$ cat src/rtl/riscv_pmp_gate.sv
// Single-outstanding access gate: captures one access, consults the PMP checker, then issues it to the BIU or returns a fault.
// Optional alignment check enabled by defining RV_PMPGATE_MISALIGN_CHK_EN.
`timescale 1ns/1ps
module riscv_pmp_gate #(
    parameter int XLEN = 32,
    parameter int PLEN = (XLEN == 32) ? 34 : 56
) (
    input  logic            clk,
    input  logic            rst,
    input  logic            up_req,
    output logic            up_ack,
    input  logic [PLEN-1:0] up_adr,
    input  logic [2:0]      up_size,
    input  logic            up_we,
    input  logic            up_instruction,
    input  logic [XLEN-1:0] up_d,
    output logic            pmp_access_req,
    output logic [PLEN-1:0] pmp_access_adr,
    output logic [2:0]      pmp_access_size,
    output logic            pmp_access_we,
    output logic            pmp_access_instruction,
    input  logic            pmp_access_exception,
    output logic            biu_stb,
    input  logic            biu_stb_ack,
    output logic [PLEN-1:0] biu_adri,
    output logic [2:0]      biu_size,
    output logic            biu_we,
    output logic [XLEN-1:0] biu_d,
    input  logic [XLEN-1:0] biu_q,
    input  logic            biu_ack,
    input  logic            biu_err,
    output logic            rsp_valid,
    output logic [XLEN-1:0] rsp_q,
    output logic            rsp_pmp_fault,
    output logic            rsp_bus_err,
    output logic            rsp_misaligned
);

    typedef enum logic [2:0] {
        ST_IDLE,
        ST_CHECK,
        ST_RESOLVE,
        ST_ISSUE,
        ST_WAIT,
        ST_RSP
    } state_t;

    state_t            state_q, state_d;
    logic [PLEN-1:0]   adr_q, adr_d;
    logic [2:0]        size_q, size_d;
    logic              we_q, we_d;
    logic              instr_q, instr_d;
    logic [XLEN-1:0]   wdata_q, wdata_d;
    logic [XLEN-1:0]   rdata_q, rdata_d;
    logic              pmp_fault_q, pmp_fault_d;
    logic              bus_err_q, bus_err_d;

`ifdef RV_PMPGATE_MISALIGN_CHK_EN
    localparam logic [2:0] SZ_HWORD = 3'b001;
    localparam logic [2:0] SZ_WORD  = 3'b010;
    localparam logic [2:0] SZ_DWORD = 3'b011;

    logic mis_q, mis_d;
    logic misal_q, misal_d;

    function automatic logic is_misaligned(input logic [2:0] a_lo, input logic [2:0] sz);
        logic r;
        r = 1'b0;
        case (sz)
            SZ_HWORD: r = a_lo[0];
            SZ_WORD:  r = |a_lo[1:0];
            SZ_DWORD: r = |a_lo[2:0];
            default:  r = 1'b0;
        endcase
        return r;
    endfunction
`endif

    always_comb begin
        state_d     = state_q;
        adr_d       = adr_q;
        size_d      = size_q;
        we_d        = we_q;
        instr_d     = instr_q;
        wdata_d     = wdata_q;
        rdata_d     = rdata_q;
        pmp_fault_d = pmp_fault_q;
        bus_err_d   = bus_err_q;
`ifdef RV_PMPGATE_MISALIGN_CHK_EN
        mis_d       = mis_q;
        misal_d     = misal_q;
`endif
        case (state_q)
            ST_IDLE: begin
                if (up_req) begin
                    adr_d       = up_adr;
                    size_d      = up_size;
                    we_d        = up_we;
                    instr_d     = up_instruction;
                    wdata_d     = up_d;
                    rdata_d     = '0;
                    pmp_fault_d = 1'b0;
                    bus_err_d   = 1'b0;
`ifdef RV_PMPGATE_MISALIGN_CHK_EN
                    misal_d     = 1'b0;
`endif
                    state_d     = ST_CHECK;
                end
            end
            ST_CHECK: begin
`ifdef RV_PMPGATE_MISALIGN_CHK_EN
                mis_d = is_misaligned(adr_q[2:0], size_q);
`endif
                state_d = ST_RESOLVE;
            end
            ST_RESOLVE: begin
                // Misalignment outranks the checker verdict, which is discarded.
`ifdef RV_PMPGATE_MISALIGN_CHK_EN
                if (mis_q) begin
                    misal_d = 1'b1;
                    state_d = ST_RSP;
                end else
`endif
                if (pmp_access_exception) begin
                    pmp_fault_d = 1'b1;
                    state_d     = ST_RSP;
                end else begin
                    state_d = ST_ISSUE;
                end
            end
            ST_ISSUE: begin
                if (biu_stb_ack) begin
                    if (biu_err) begin
                        bus_err_d = 1'b1;
                        state_d   = ST_RSP;
                    end else if (biu_ack) begin
                        if (!we_q) rdata_d = biu_q;
                        state_d = ST_RSP;
                    end else begin
                        state_d = ST_WAIT;
                    end
                end
            end
            ST_WAIT: begin
                // An error beats a simultaneous ack and leaves the read data at zero.
                if (biu_err) begin
                    bus_err_d = 1'b1;
                    state_d   = ST_RSP;
                end else if (biu_ack) begin
                    if (!we_q) rdata_d = biu_q;
                    state_d = ST_RSP;
                end
            end
            ST_RSP:  state_d = ST_IDLE;
            default: state_d = ST_IDLE;
        endcase
    end

    always_ff @(posedge clk) begin
        if (rst) begin
            state_q     <= ST_IDLE;
            adr_q       <= '0;
            size_q      <= '0;
            we_q        <= 1'b0;
            instr_q     <= 1'b0;
            wdata_q     <= '0;
            rdata_q     <= '0;
            pmp_fault_q <= 1'b0;
            bus_err_q   <= 1'b0;
`ifdef RV_PMPGATE_MISALIGN_CHK_EN
            mis_q       <= 1'b0;
            misal_q     <= 1'b0;
`endif
        end else begin
            state_q     <= state_d;
            adr_q       <= adr_d;
            size_q      <= size_d;
            we_q        <= we_d;
            instr_q     <= instr_d;
            wdata_q     <= wdata_d;
            rdata_q     <= rdata_d;
            pmp_fault_q <= pmp_fault_d;
            bus_err_q   <= bus_err_d;
`ifdef RV_PMPGATE_MISALIGN_CHK_EN
            mis_q       <= mis_d;
            misal_q     <= misal_d;
`endif
        end
    end

    assign up_ack                 = (state_q == ST_IDLE);
    assign pmp_access_req         = (state_q == ST_CHECK);
    assign pmp_access_adr         = adr_q;
    assign pmp_access_size        = size_q;
    assign pmp_access_we          = we_q;
    assign pmp_access_instruction = instr_q;
    assign biu_stb                = (state_q == ST_ISSUE);
    assign biu_adri               = adr_q;
    assign biu_size               = size_q;
    assign biu_we                 = we_q;
    assign biu_d                  = wdata_q;
    assign rsp_valid              = (state_q == ST_RSP);
    assign rsp_q                  = rdata_q;
    assign rsp_pmp_fault          = pmp_fault_q;
    assign rsp_bus_err            = bus_err_q;
`ifdef RV_PMPGATE_MISALIGN_CHK_EN
    assign rsp_misaligned         = misal_q;
`else
    assign rsp_misaligned         = 1'b0;
`endif

endmodule

$ cat config.mk
export PLATFORM = sky130hd
export DESIGN_NAME = riscv_pmp_gate
export DESIGN_NICKNAME = d
export VERILOG_FILES = /design/src/rtl/riscv_pmp_gate.sv
export SDC_FILE = /design/constraint.sdc
export NUM_CORES = 1
export LEC_CHECK = 0
export CORE_MARGIN = 3
export CORE_UTILIZATION = 40
export CTS_BUF_LIST = sky130_fd_sc_hd__clkbuf_16
export DETAILED_ROUTE_END_ITERATION = 6
export MAX_ROUTING_LAYER = met4
export PLACE_DENSITY = 0.9
export RECOVER_POWER = 25
export SLEW_MARGIN = 15
export SYNTH_ARGS = -nofsm -noshare
export SYNTH_HDL_FRONTEND = slang
export SYNTH_SLANG_ARGS = --single-unit
$ cat constraint.sdc
create_clock -name clk -period 4.55 [get_ports clk]
set_clock_uncertainty 0.1 [all_clocks]
set_input_delay 0.6825 -clock clk [delete_from_list [all_inputs] [get_ports clk]]
set_output_delay 0.6825 -clock clk [all_outputs]
set_load 0.01 [all_outputs]
# ---- Yosys cells after proc, flatten, opt, wreduce, memory -nomap -nowiden
# Index checks and enable logic that the tools add are counted.
dict set report word_totals {
  reg_bits 108
  in_bits 110
}
dict set report classes {
  n_reduce_logical 7
  mux 20
  eq_ne 9
}
# cell n
set ops {}
lappend ops {{32-bit 2-to-1 mux} 5}
lappend ops {{32-bit one-hot mux with 3 select lines} 1}
lappend ops {{3-bit 2-to-1 mux} 5}
lappend ops {{3-bit one-hot mux with 5 select lines} 1}
lappend ops {{3-bit AND reduction} 3}
lappend ops {{3-bit by 2-bit == test with 1-bit output (second input constant)} 2}
lappend ops {{3-bit == test (second input constant)} 2}
lappend ops {{1-bit 2-to-1 mux} 6}
lappend ops {{2-bit != test (second input constant)} 2}
lappend ops {{3-bit by 1-bit == test with 1-bit output (second input constant)} 1}
lappend ops {{3-bit zero test} 1}
lappend ops {{3-bit != test (second input constant)} 1}
lappend ops {{1-bit one-hot mux with 3 select lines} 1}
lappend ops {{3-bit nonzero test} 1}
lappend ops {{2-bit by 1-bit != test with 1-bit output (second input constant)} 1}
lappend ops {{1-bit one-hot mux with 2 select lines} 1}
lappend ops {{2-bit AND reduction} 1}
lappend ops {{2-bit nonzero test} 1}

# ---- Longest topological paths before layout
dict set report logic_depth {
  word_depth 5
  depth_mapped 7
  depth_no_buf 4
}

# ---- Worst setup path before layout
# OpenSTA, ideal clock, no wires.
dict set report synth_timing {
  path_kind {input to register}
  from {input biu_err}
  to {register rdata_q[10] (netlist: rsp_q[10])}
  path_stages 4
  t_arrival_ps 1665
  setup_time_ps 59
  setup_slack_ps 2726
  cell_sequence {or3b_4 a211oi_4 buf_6 a22o_1}
}
dict set report synth_between {
  elab_chain_len 3
}
# item line_no
set synth_rtl {}
lappend synth_rtl {{start: declaration} 31} ;# input logic biu_err,
lappend synth_rtl {{32-bit 2-to-1 mux *} --}
lappend synth_rtl {{32-bit 2-to-1 mux} --}
lappend synth_rtl {{32-bit one-hot mux with 3 select lines *} --}
lappend synth_rtl {{end signal: assignment} 181} ;# rdata_q <= rdata_d;
lappend synth_rtl {{end: declaration} 54} ;# logic [XLEN-1:0] rdata_q, rdata_d;
# Mark *: on every way between the ends. The rest lies on a longest branch, timed or not. The select of a mux whose other input is x is not followed.
# A chain may end at the register's enable or synchronous reset.

# ---- Final worst setup path
dict set report layout_timing {
  from {register state_q[0]}
  to {output biu_stb}
}
dict set report layout_between {
  elab_chain_len 1
}
# item line_no
set layout_rtl {}
lappend layout_rtl {{start: declaration} 48} ;# state_t state_q, state_d;
lappend layout_rtl {{start signal: assignment} 175} ;# state_q <= state_d;
lappend layout_rtl {{3-bit by 2-bit == test with 1-bit output} 197} ;# assign biu_stb = (state_q == ST_ISSUE);
lappend layout_rtl {{end: declaration} 23} ;# output logic biu_stb,
# No other way between the ends.

==> impl_results.md <==
* CTS tree: done
* Outcome: finished, final reports clean
* Vias in the first global route at around 3700
* Post-Syn Area at roughly 0.0041 mm^2
* Clock slew at reported path FFs at ~0.07 ns
* Core Area at between 0.009 and 0.01 mm^2
* Site row count at 36
* Initial antenna violation count at 0
* EDFF count, synth at 0
* Final min period at 2.72 ns
* Clk root buf: clkbuf_16
* Die area at 0.0116 mm^2
* # diodes at 0
* Synth Register Bits at 108
* Final core utilization at around two thirds
* Setup TNS at 0 ns
* Cells after DPL at 783
* RD Place Congestion at roughly 0.76
* Hold Violations, Final at 0
* Input/output buffers at approximately 260
* Post-CTS resize count at 0
* Tcrit/Tclk final at between 50 and 60%
* Synth unique cells at 28
* Top post-synthesis cells by area: dfxtp_1 (52%), nand2_1 (13%), a21oi_1 (9.2%)
* Area leader, netlist: dfxtp_1
* # clock sinks at ~110
* DR iter-0 viols at roughly 180
* ANT nets after route at 0
* Final wirelength at approximately 13000 um
* Max_cap viols at 0
* Layout cells sized above 1 at 4.35%
* I/O pin cnt at 258
* Die Ht at 108 um
* Vias per cell at 4.89
* Most common cell after layout, fill and taps aside: clkdlybuf4s50_1
* Top cell type's share of synthesized area at between 50% and 60%
* Ys async rst share at 0%
* Worst setup SP type: register
* Avg WL per Cell at about 16 um
* Unrepaired setup endpoints after global routing: false
* Gr ovfl total at 0
* Worst skew pair latency at around 0.33 ns
* Leakage at 2.62 nW
* Worst-path maximum fanout at 15
* Hold buffers post-CTS at 0
* Clock Tree Buf Depth at 2
* VDD IR max at 239 uV
* Synthesis-to-layout area growth at 60.5%
* H-tree levels at 3
* Initial cell density of the core at a little over two fifths
* Most frequent cells in the layout: clkdlybuf4s50_1 (195), nand2_1 (144), dfxtp_1 (108), a21oi_1 (76), dlygate4sd3_1 (60)
* Drt first pass iters at 4
* Ys flop type: dfxtp_1
* Sequential area share after synthesis at a little over half
* CP Data Arrival Time at between 1.5 and 2 ns
* CP Capture Type: output port
* Worst hold path type: reg2reg
* Final Instance Count excl. Fillers at 800
* Clock buffer count from CTS at 9
* Syn Inst Count at between 400 and 500
* Post-CTS setup buffers at 0
* Global-route wire length before repair at roughly 19000 um
* Crit path required time at 3.77 ns
* Largest net degree at the start of global routing at just under 80
* Post-route DRC violation count at 0
* Nets@finish at 772
* Max Slew Vio Count at 0
* Relative slew slack at a little over two fifths
* Yosys warns at 0
* Final Setup Violations at 0
* WS Path Type: reg2out
* Global-route usage over all layers at between 20% and 30%
* Synthesized Nets at around 570
* Achievable Freq at around 0.37 GHz
* Worst slew pin tran at around 0.85 ns
* Syn avg cell area at 8.96 um^2
* DP HPWL at 9760 um
* Worst Hold Margin at 0.353 ns
* Total number of vias at roughly 3900
* Power Density at about 340 mW/mm^2
* Die width at 108 um
* Power after layout at 0.00229 W
[metal layers]
metal	GRT usage, %	part of all wire [%]	wire length (um)	vias to the layer above
met4	5.77	2.0	258	0
li1	-	-	-	1901
met1	23.9	39	5060	1826
met2	38.1	52	6720	165
met5	-	0	0	-
met3	5.46	6.2	801	18
[area by class of cell]
type	instances	area (um^2)
fillers	756	3250
repair buffers	260	2590
flip-flops and latches	108	2160
multi-input cells	282	1450
clock buffers	9	225
well taps	133	166
clock inverters	7	60.1
inverters	1	3.75
[through the flow]
| stage | cell area [um^2] | setup slack (ns) |
|---|---|---|
| 6_report | 6660 | 1.83 |
| 4_1_cts | 6650 | 1.80 |
| 2_1_floorplan | 4150 | 2.73 |
| 3_3_place_gp | 6360 | 1.57 |
| 3_5_place_dp | 6360 | 1.46 |
| 5_1_grt | 6660 | 1.73 |
[final timing paths]
check | startpoint | endpoint | slack [ns] | cells after the start
max | state_q[0]$_SDFFE_PP0P_ | biu_stb | 1.83 | 2
min | biu_d[27]$_SDFFE_PP0P_ | biu_d[27]$_SDFFE_PP0P_ | 0.35 | 2
max reg2reg | state_q[1]$_SDFFE_PP0P_ | biu_adri[32]$_SDFFE_PP0P_ | 2.05 | 5
min reg2reg | biu_d[27]$_SDFFE_PP0P_ | biu_d[27]$_SDFFE_PP0P_ | 0.35 | 2
[logic make-up after synthesis]
family,Yosys count,synth area share (%)
DFF,108,52.1
buffers and inverters,73,12.9
other,1,0.0904
AOI/OAI and AO/OA,116,18.2
and+or+nand+nor,165,16.6
[where the power goes]
part | leakage, nW | total (W) | internal, W | switching, W
logic | 1.60 | 0.000487 | 0.000265 | 0.000222
registers | 0.880 | 0.00105 | 0.00100 | 0.0000474
clock network | 0.136 | 0.000749 | 0.000382 | 0.000368
[registers in the layout (all words and copies together) (netlist names)]
register,flops
biu_adri,34
biu_d,32
biu_size,3
biu_we,1
pmp_access_instruction,1
rsp_bus_err,1
rsp_pmp_fault,1
rsp_q,32
state_q,3
[cells in the mapped netlist (all sizes together), types with 2 or more instances]
master	count
o21ai	2
nor3	4
nor2	4
clkbuf	15
nor3b	2
nor2b	3
buf	57
nand2	145
a21oi	77
a22o	32
and2	2
dfxtp	108
and3b	2
[worst max-delay path, stage by stage, from the launching register on]
cell	delay (ns)
dfxtp_1	0.68
and3b_1	0.32
clkdlybuf4s50_1	0.61
Power figures use the tool's default switching activity.
